File: config.mk
export PLATFORM = sky130hd
export DESIGN_NAME = uart_tx_frame_engine
export DESIGN_NICKNAME = d
export VERILOG_FILES = /design/src/rtl/uart_pkg.sv /design/src/rtl/uart_bit_timer.sv /design/src/rtl/uart_tx_frame_engine.sv
export SDC_FILE = /design/constraint.sdc
export NUM_CORES = 1
export LEC_CHECK = 0
export ABC_CLOCK_PERIOD_IN_PS = 3300
export BUFFER_PORTS_ARGS = -buffer_cell sky130_fd_sc_hd__clkbuf_2
export CORE_AREA = 4 4 75 77
export CTS_CLUSTER_DIAMETER = 40
export DETAILED_ROUTE_END_ITERATION = 10
export DIE_AREA = 0 0 79 81
export GPL_ROUTABILITY_DRIVEN = 0
export PLACE_DENSITY = 0.66
export RECOVER_POWER = 100
export SLEW_MARGIN = 20
export SYNTH_ARGS = -nofsm -noshare
export SYNTH_HDL_FRONTEND = slang
export SYNTH_HIERARCHICAL = 1
export SYNTH_SLANG_ARGS = --single-unit
File: constraint.sdc
create_clock -name clk -period 3.3 [get_ports clk]
set_clock_uncertainty 0.05 [all_clocks]
set_input_delay 0.495 -clock clk [delete_from_list [all_inputs] [get_ports clk]]
set_output_delay 0.495 -clock clk [all_outputs]
set_load 0.1 [all_outputs]
File: src/rtl/uart_pkg.sv
// rtl/uart_pkg.sv - shared types, parity codes and frame-format helpers for the UART TX engine
package uart_pkg;

   typedef enum logic [2:0] {
      ST_IDLE   = 3'd0,
      ST_START  = 3'd1,
      ST_DATA   = 3'd2,
      ST_PARITY = 3'd3,
      ST_STOP1  = 3'd4,
      ST_STOP2  = 3'd5,
      ST_BREAK  = 3'd6
   } tx_state_t;

   localparam logic [2:0] PAR_NONE  = 3'd0;
   localparam logic [2:0] PAR_EVEN  = 3'd1;
   localparam logic [2:0] PAR_ODD   = 3'd2;
   localparam logic [2:0] PAR_MARK  = 3'd3;
   localparam logic [2:0] PAR_SPACE = 3'd4;

   // Data-width code to bit count: 0..4 -> 5..9, anything else falls back to 8.
   function automatic logic [3:0] data_bits(input logic [2:0] code);
      if (code <= 3'd4) begin
         return {1'b0, code} + 4'd5;
      end
      return 4'd8;
   endfunction

   // Out-of-range parity codes collapse to no parity so the FSM only sees legal codes.
   function automatic logic [2:0] parity_code(input logic [2:0] code);
      if (code <= PAR_SPACE) begin
         return code;
      end
      return PAR_NONE;
   endfunction

endpackage

File: src/rtl/uart_bit_timer.sv
// rtl/uart_bit_timer.sv - counts oversampled baud ticks and flags the end of each bit time
module uart_bit_timer
   import uart_pkg::*;
#(
   parameter int OVERSAMPLE = 16
) (
   input  logic clk,
   input  logic reset_n,
   input  logic clr_i,
   input  logic en_i,
   input  logic baud_tick_i,
   output logic bit_end_o
);

   localparam logic [3:0] LAST_TICK = 4'(OVERSAMPLE - 1);

   logic [3:0] cnt_q;
   logic [3:0] cnt_d;

   assign bit_end_o = en_i & baud_tick_i & (cnt_q == LAST_TICK);

   // Clear wins so a tick on the state-entry edge never counts toward the new bit.
   always_comb begin
      cnt_d = cnt_q;
      if (clr_i) begin
         cnt_d = 4'd0;
      end else if (en_i & baud_tick_i) begin
         cnt_d = cnt_q + 4'd1;
      end
   end

   // Tick counter register.
   always_ff @(posedge clk or negedge reset_n) begin
      if (!reset_n) begin
         cnt_q <= 4'd0;
      end else begin
         cnt_q <= cnt_d;
      end
   end

endmodule

File: src/rtl/uart_tx_frame_engine.sv
// rtl/uart_tx_frame_engine.sv - per-frame configurable UART transmitter with break generation
module uart_tx_frame_engine
   import uart_pkg::*;
#(
   parameter int OVERSAMPLE = 16,
   parameter int MAX_DATA_W = 9,
   parameter int BREAK_EN   = 1
) (
   input  logic                  clk,
   input  logic                  reset_n,
   input  logic                  baud_tick,
   input  logic                  tx_valid,
   input  logic [MAX_DATA_W-1:0] tx_data,
   output logic                  tx_ready,
   input  logic [2:0]            cfg_data,
   input  logic [2:0]            cfg_parity,
   input  logic                  cfg_stop2,
   input  logic                  break_req,
   output logic                  txd,
   output logic                  tx_busy,
   output logic                  tx_done
);

   tx_state_t             state_q;
   logic                  txd_q;
   logic                  busy_q;
   logic                  done_q;
   logic [3:0]            idx_q;
   logic [MAX_DATA_W-1:0] data_q;
   logic [3:0]            nbits_q;
   logic [2:0]            par_q;
   logic                  stop2_q;
   logic                  from_brk_q;

   logic                  brk_eff;
   logic                  bit_state;
   logic                  timer_clr;
   logic                  bit_end;
   logic [3:0]            idx_nx;
   logic                  last_bit;
   logic                  par_en;
   logic [MAX_DATA_W-1:0] data_mask;
   logic                  par_bit;

   assign brk_eff   = break_req & (BREAK_EN != 0);
   assign tx_ready  = (state_q == ST_IDLE) & ~brk_eff;
   assign bit_state = (state_q != ST_IDLE) & (state_q != ST_BREAK);
   // IDLE and BREAK hold the counter at zero; bit_end wraps it, so every entry starts fresh.
   assign timer_clr = ~bit_state | bit_end;
   assign idx_nx    = idx_q + 4'd1;
   assign last_bit  = (idx_q == nbits_q - 4'd1);
   assign par_en    = (par_q != PAR_NONE);
   assign data_mask = MAX_DATA_W'((10'd1 << nbits_q) - 10'd1);

   assign txd     = txd_q;
   assign tx_busy = busy_q;
   assign tx_done = done_q;

   // Parity over the active data bits only; unused upper bits are masked off.
   always_comb begin
      par_bit = 1'b0;
      case (par_q)
         PAR_EVEN: par_bit = ^(data_q & data_mask);
         PAR_ODD:  par_bit = ~^(data_q & data_mask);
         PAR_MARK: par_bit = 1'b1;
         default:  par_bit = 1'b0;
      endcase
   end

   uart_bit_timer #(
      .OVERSAMPLE (OVERSAMPLE)
   ) u_bit_timer (
      .clk         (clk),
      .reset_n     (reset_n),
      .clr_i       (timer_clr),
      .en_i        (bit_state),
      .baud_tick_i (baud_tick),
      .bit_end_o   (bit_end)
   );

   // Frame sequencer with registered line, busy and done outputs.
   always_ff @(posedge clk or negedge reset_n) begin
      if (!reset_n) begin
         state_q    <= ST_IDLE;
         txd_q      <= 1'b1;
         busy_q     <= 1'b0;
         done_q     <= 1'b0;
         idx_q      <= 4'd0;
         data_q     <= '0;
         nbits_q    <= 4'd0;
         par_q      <= PAR_NONE;
         stop2_q    <= 1'b0;
         from_brk_q <= 1'b0;
      end else begin
         done_q <= 1'b0;
         case (state_q)
            ST_IDLE: begin
               txd_q      <= 1'b1;
               busy_q     <= 1'b0;
               from_brk_q <= 1'b0;
               if (brk_eff) begin
                  state_q <= ST_BREAK;
                  txd_q   <= 1'b0;
                  busy_q  <= 1'b1;
               end else if (tx_valid) begin
                  data_q  <= tx_data;
                  nbits_q <= data_bits(cfg_data);
                  par_q   <= parity_code(cfg_parity);
                  stop2_q <= cfg_stop2;
                  state_q <= ST_START;
                  txd_q   <= 1'b0;
                  busy_q  <= 1'b1;
               end
            end
            ST_START: begin
               if (bit_end) begin
                  state_q <= ST_DATA;
                  idx_q   <= 4'd0;
                  txd_q   <= data_q[0];
               end
            end
            ST_DATA: begin
               if (bit_end) begin
                  if (last_bit) begin
                     idx_q <= 4'd0;
                     if (par_en) begin
                        state_q <= ST_PARITY;
                        txd_q   <= par_bit;
                     end else begin
                        state_q <= ST_STOP1;
                        txd_q   <= 1'b1;
                     end
                  end else begin
                     idx_q <= idx_nx;
                     txd_q <= data_q[idx_nx];
                  end
               end
            end
            ST_PARITY: begin
               if (bit_end) begin
                  state_q <= ST_STOP1;
                  txd_q   <= 1'b1;
               end
            end
            ST_STOP1: begin
               txd_q <= 1'b1;
               if (bit_end) begin
                  // The mark bit after a break is always a single bit and never reports done.
                  if (stop2_q & ~from_brk_q) begin
                     state_q <= ST_STOP2;
                  end else begin
                     state_q <= ST_IDLE;
                     busy_q  <= 1'b0;
                     done_q  <= ~from_brk_q;
                  end
               end
            end
            ST_STOP2: begin
               txd_q <= 1'b1;
               if (bit_end) begin
                  state_q <= ST_IDLE;
                  busy_q  <= 1'b0;
                  done_q  <= 1'b1;
               end
            end
            ST_BREAK: begin
               txd_q <= 1'b0;
               if (!brk_eff) begin
                  state_q    <= ST_STOP1;
                  txd_q      <= 1'b1;
                  from_brk_q <= 1'b1;
               end
            end
            default: begin
               state_q <= ST_IDLE;
               txd_q   <= 1'b1;
               busy_q  <= 1'b0;
            end
         endcase
      end
   end

endmodule

==> results list <==
- Run status: complete, but fails checks
- Failing checks: max-capacitance violations, max-slew violations
* Crit Path Class: reg -> reg
- Final TNS setup: 0 ns
- The first global-routing pass estimated 8180 um of wire.
* Type of element capturing the critical path: register
- From synthesis to final layout, the design area changed by 13.3%.
- Post-route cell area: 2470 um^2
* Number of cells traversed by the worst register-to-register path: 12
- Final critical-path share of the clock period: 91.5%
* Detailed-route via count: 1791
* Clk Tree Root Cell: sky130_fd_sc_hd__clkbuf_8
* Post-synthesis sequential element count: 32
- The final-report hold violation count is 0.
- Vias per inst: 5.27
- IR Drop Worst-Case VDD: 0.440 mV
* Leakage power of the design: 1.12 nW
- Max Clock Freq: 331 MHz
- Post-synthesis area per instance: 8.95 um^2
* TritonCTS clock tree: done
- Total power: 2.55 mW
* H-tree level count: 2
- Once detail routing completed, the nets flagged for antenna violations numbered 0.
* Number of I/O pins: 25
- After legalization and detailed placement, the total HPWL measured 3410 um.
- Max-cap violations in this run came to 1.
- The floorplan step defined a die boundary enclosing 6400 um^2.
- Summed over all layers, the global routing overflow is 0.
* Antenna violations before repair: 0
* GR peak layer: met2
- Resize count post-CTS: 0
- Clk sinks: 32
- Post-synth ARST share: 100%
- Subtracting the final worst setup slack from the clock period gives 3.02 ns.
* Critical-path maximum fanout: 9
- Number of buffers inserted during clock tree synthesis: 5
* Worst Hold Class: in -> reg
- Max-slew violation count: 33
- At the later pin of the worst-skew pair, clock insertion delay measures 0.29 ns.
* Largest buffer count on any clock path: 2
* Effective utilization at floorplan: 43.6%
- Headroom to the max-slew limit came out at -14.6%.
- Fraction of layout cells with a size suffix above 1: 19.6%
- Via count of the first global-routing pass: 1773
- After detailed routing, the number of remaining DRC violations is 0.
* Placement-stage cell area: 2410 um^2
- Actual slew at the worst max-slew pin: 1.72 ns
* First-pass DRT Iterations: 4
- In this run, post-CTS hold repair placed 0 buffers.
- Number of design-rule violations left by the first detailed-router iteration: 80
- After technology mapping, the gate count stands at 244.
- CORE AREA: 5010 um^2
- Final number of setup-violating endpoints: 0
- RSZ-0062 raised after global routing: false
* Hold path start: tx_data[3]
* Hold worst-path end: data_q[3]
- Width of the die: 79 um
* Buffers inserted by post-CTS timing repair: 0
- Area of the mapped netlist: 2180 um^2
- Dividing total power by cell area gives a power density of 1030 nW/um^2.
- Post-synthesis sequential area ratio: 36.7%
- Slack of the worst reg-to-reg path: 0.28 ns
- Overall routed net length: 4690 um
- Dividing the detail-routed wire length by the instance count gives 13.8 um.
- Measured on the finished design, the core utilization comes to 49.4%.
- Terminus of the critical flop-to-flop path: txd
- Most instantiated flip-flop cell in the synthesis netlist: sky130_fd_sc_hd__dfrtp_1
- The worst hold path was traced through 2 stages.
- Chip height: 81 um
* Met2 GRT Util: 25.9%
- In this run the critical register-to-register path is launched from nbits_q[0].
- Total routing usage reported by global routing: 16.0%
* CP required: 3.45 ns
* Clock transition at the registers of the reported paths: 0.07 ns
- Met3 demand-to-capacity share in global routing: 3.22%
- Synth unique cells: 47
- In this run the tool buffered the top-level ports with 24 buffer cells.
* Post-layout net count: 300
* Number of placement rows: 26
- Number of enable-type register cells in the synthesized netlist: 0
- Count of yosys warnings during synthesis: 6
* M1 GR Usage: 21.3%
- Entering global routing, the biggest net connects 33 pins.
* CP arrival: 3.17 ns
- Fill cells in the final layout number 500.
- 0 antenna diodes ended up in the layout.
* Synth Net Count: 275
- Startpoint type of the worst setup path: register
[kinds of logic after synthesis]
kind of cell,Yosys count,synth area share [%]
and+or+nand+nor,88,20.4
adders and majority gates,10,5.73
DFF,32,36.7
buffers and inverters,25,4.30
AOI/OAI and AO/OA,55,15.9
muxes,14,8.36
xor gates and xnor gates,20,8.65
[state kept, by name, summed over array words and instances (netlist names)]
register and count:
state_q 3, nbits_q 4, from_brk_q 1, tx_busy 1, stop2_q 1, data_q 9
par_q 3, tx_done 1, txd 1, idx_q 4, u_bit_timer/cnt_q 4
[synthesized netlist by cell type (2+ instances only)]
cell type | count | area [um^2]
sky130_fd_sc_hd__o211ai_1 | 2 | 15.0
sky130_fd_sc_hd__xnor2_1 | 9 | 78.8
sky130_fd_sc_hd__nor3b_1 | 2 | 15.0
sky130_fd_sc_hd__nor2b_1 | 5 | 31.3
sky130_fd_sc_hd__o221ai_1 | 3 | 26.3
sky130_fd_sc_hd__nor2_1 | 18 | 67.6
sky130_fd_sc_hd__nand2b_1 | 6 | 37.5
sky130_fd_sc_hd__clkbuf_1 | 11 | 41.3
sky130_fd_sc_hd__inv_1 | 12 | 45.0
sky130_fd_sc_hd__nand2_1 | 27 | 101
sky130_fd_sc_hd__a21oi_1 | 11 | 55.1
sky130_fd_sc_hd__mux2_2 | 10 | 113
sky130_fd_sc_hd__nand3_1 | 6 | 30.0
sky130_fd_sc_hd__ha_1 | 10 | 125
sky130_fd_sc_hd__xor2_1 | 10 | 87.6
sky130_fd_sc_hd__o31ai_1 | 3 | 22.5
sky130_fd_sc_hd__buf_1 | 2 | 7.51
sky130_fd_sc_hd__and3_1 | 2 | 12.5
sky130_fd_sc_hd__nor4_1 | 3 | 18.8
sky130_fd_sc_hd__dfrtp_1 | 31 | 776
sky130_fd_sc_hd__o21ai_0 | 25 | 125
sky130_fd_sc_hd__o41ai_1 | 3 | 26.3
sky130_fd_sc_hd__mux4_2 | 2 | 45.0
sky130_fd_sc_hd__nor3_1 | 8 | 40.0
[critical path, cell delays in order, from the launching register on]
cell and delay, ns:
sky130_fd_sc_hd__dfrtp_1 0.45, sky130_fd_sc_hd__inv_1 0.13, sky130_fd_sc_hd__ha_1 0.17, sky130_fd_sc_hd__or3b_1 0.37, sky130_fd_sc_hd__ha_1 0.32, sky130_fd_sc_hd__and3b_2 0.26
sky130_fd_sc_hd__a21oi_1 0.03, sky130_fd_sc_hd__o21ai_0 0.16, sky130_fd_sc_hd__nand2_1 0.08, sky130_fd_sc_hd__xnor2_1 0.15, sky130_fd_sc_hd__xnor3_1 0.42, sky130_fd_sc_hd__mux2i_1 0.14
sky130_fd_sc_hd__a211oi_2 0.20
[where the power goes]
group | leakage [nW] | switching (mW) | internal [mW] | total [mW]
Sequential | 0.406 | 0.145 | 0.544 | 0.688
Clock | 0.0445 | 0.147 | 0.169 | 0.317
Combinational | 0.673 | 0.811 | 0.737 | 1.55
[cells in the final DEF (no fill, tap or decap), types with 7 or more instances in the layout]
cell	netlist	final
sky130_fd_sc_hd__dfrtp_1	31	31
sky130_fd_sc_hd__o21ai_0	25	25
sky130_fd_sc_hd__xor2_1	10	10
sky130_fd_sc_hd__nor2_1	18	18
sky130_fd_sc_hd__xnor2_1	9	9
sky130_fd_sc_hd__nor3_1	8	8
sky130_fd_sc_hd__inv_1	12	12
sky130_fd_sc_hd__mux2_2	10	10
sky130_fd_sc_hd__clkbuf_1	11	7
sky130_fd_sc_hd__a21oi_1	11	11
sky130_fd_sc_hd__ha_1	10	10
sky130_fd_sc_hd__clkbuf_2	0	19
sky130_fd_sc_hd__nand2_1	27	27
[cell type report]
class                           instances  area (um^2)  area share, %
Tap cell                               70         87.6           3.54
Clock buffer                            7         86.3           3.49
Multi-Input combinational cell        187         1280           51.9
Inverter                               12         45.0           1.82
Clock inverter                          1         7.51          0.303
Timing Repair Buffer                   31          163           6.57
Sequential cell                        32          802           32.4
[worst max path at each step]
stage | startpoint | end | slack [ns]
detailed placement | nbits_q[0] | txd | 0.30
global route | nbits_q[0] | txd | 0.05
global placement | nbits_q[0] | txd | 0.41
floorplan | nbits_q[0] | txd | 0.33
finish | nbits_q[0] | txd | 0.28
CTS | nbits_q[0] | txd | 0.27
[per-layer routing]
metal / vias to the layer above / share of wire (%) / wire (um)
met5: - / 0 / 0
met4: 0 / 1.4 / 65
met3: 5 / 5.2 / 242
met2: 46 / 46 / 2160
met1: 837 / 47 / 2220
li1: 903 / - / -
[stage by stage]
stage	std cells	setup WS, ns	hold WS, ns
global route	340	0.0486	0.382
CTS	340	0.269	0.259
detailed placement	332	0.295	0.429
finish	340	0.281	0.385
global placement	332	0.412	0.412
floorplan	244	0.333	0.149
Power figures use the tool's default switching activity.
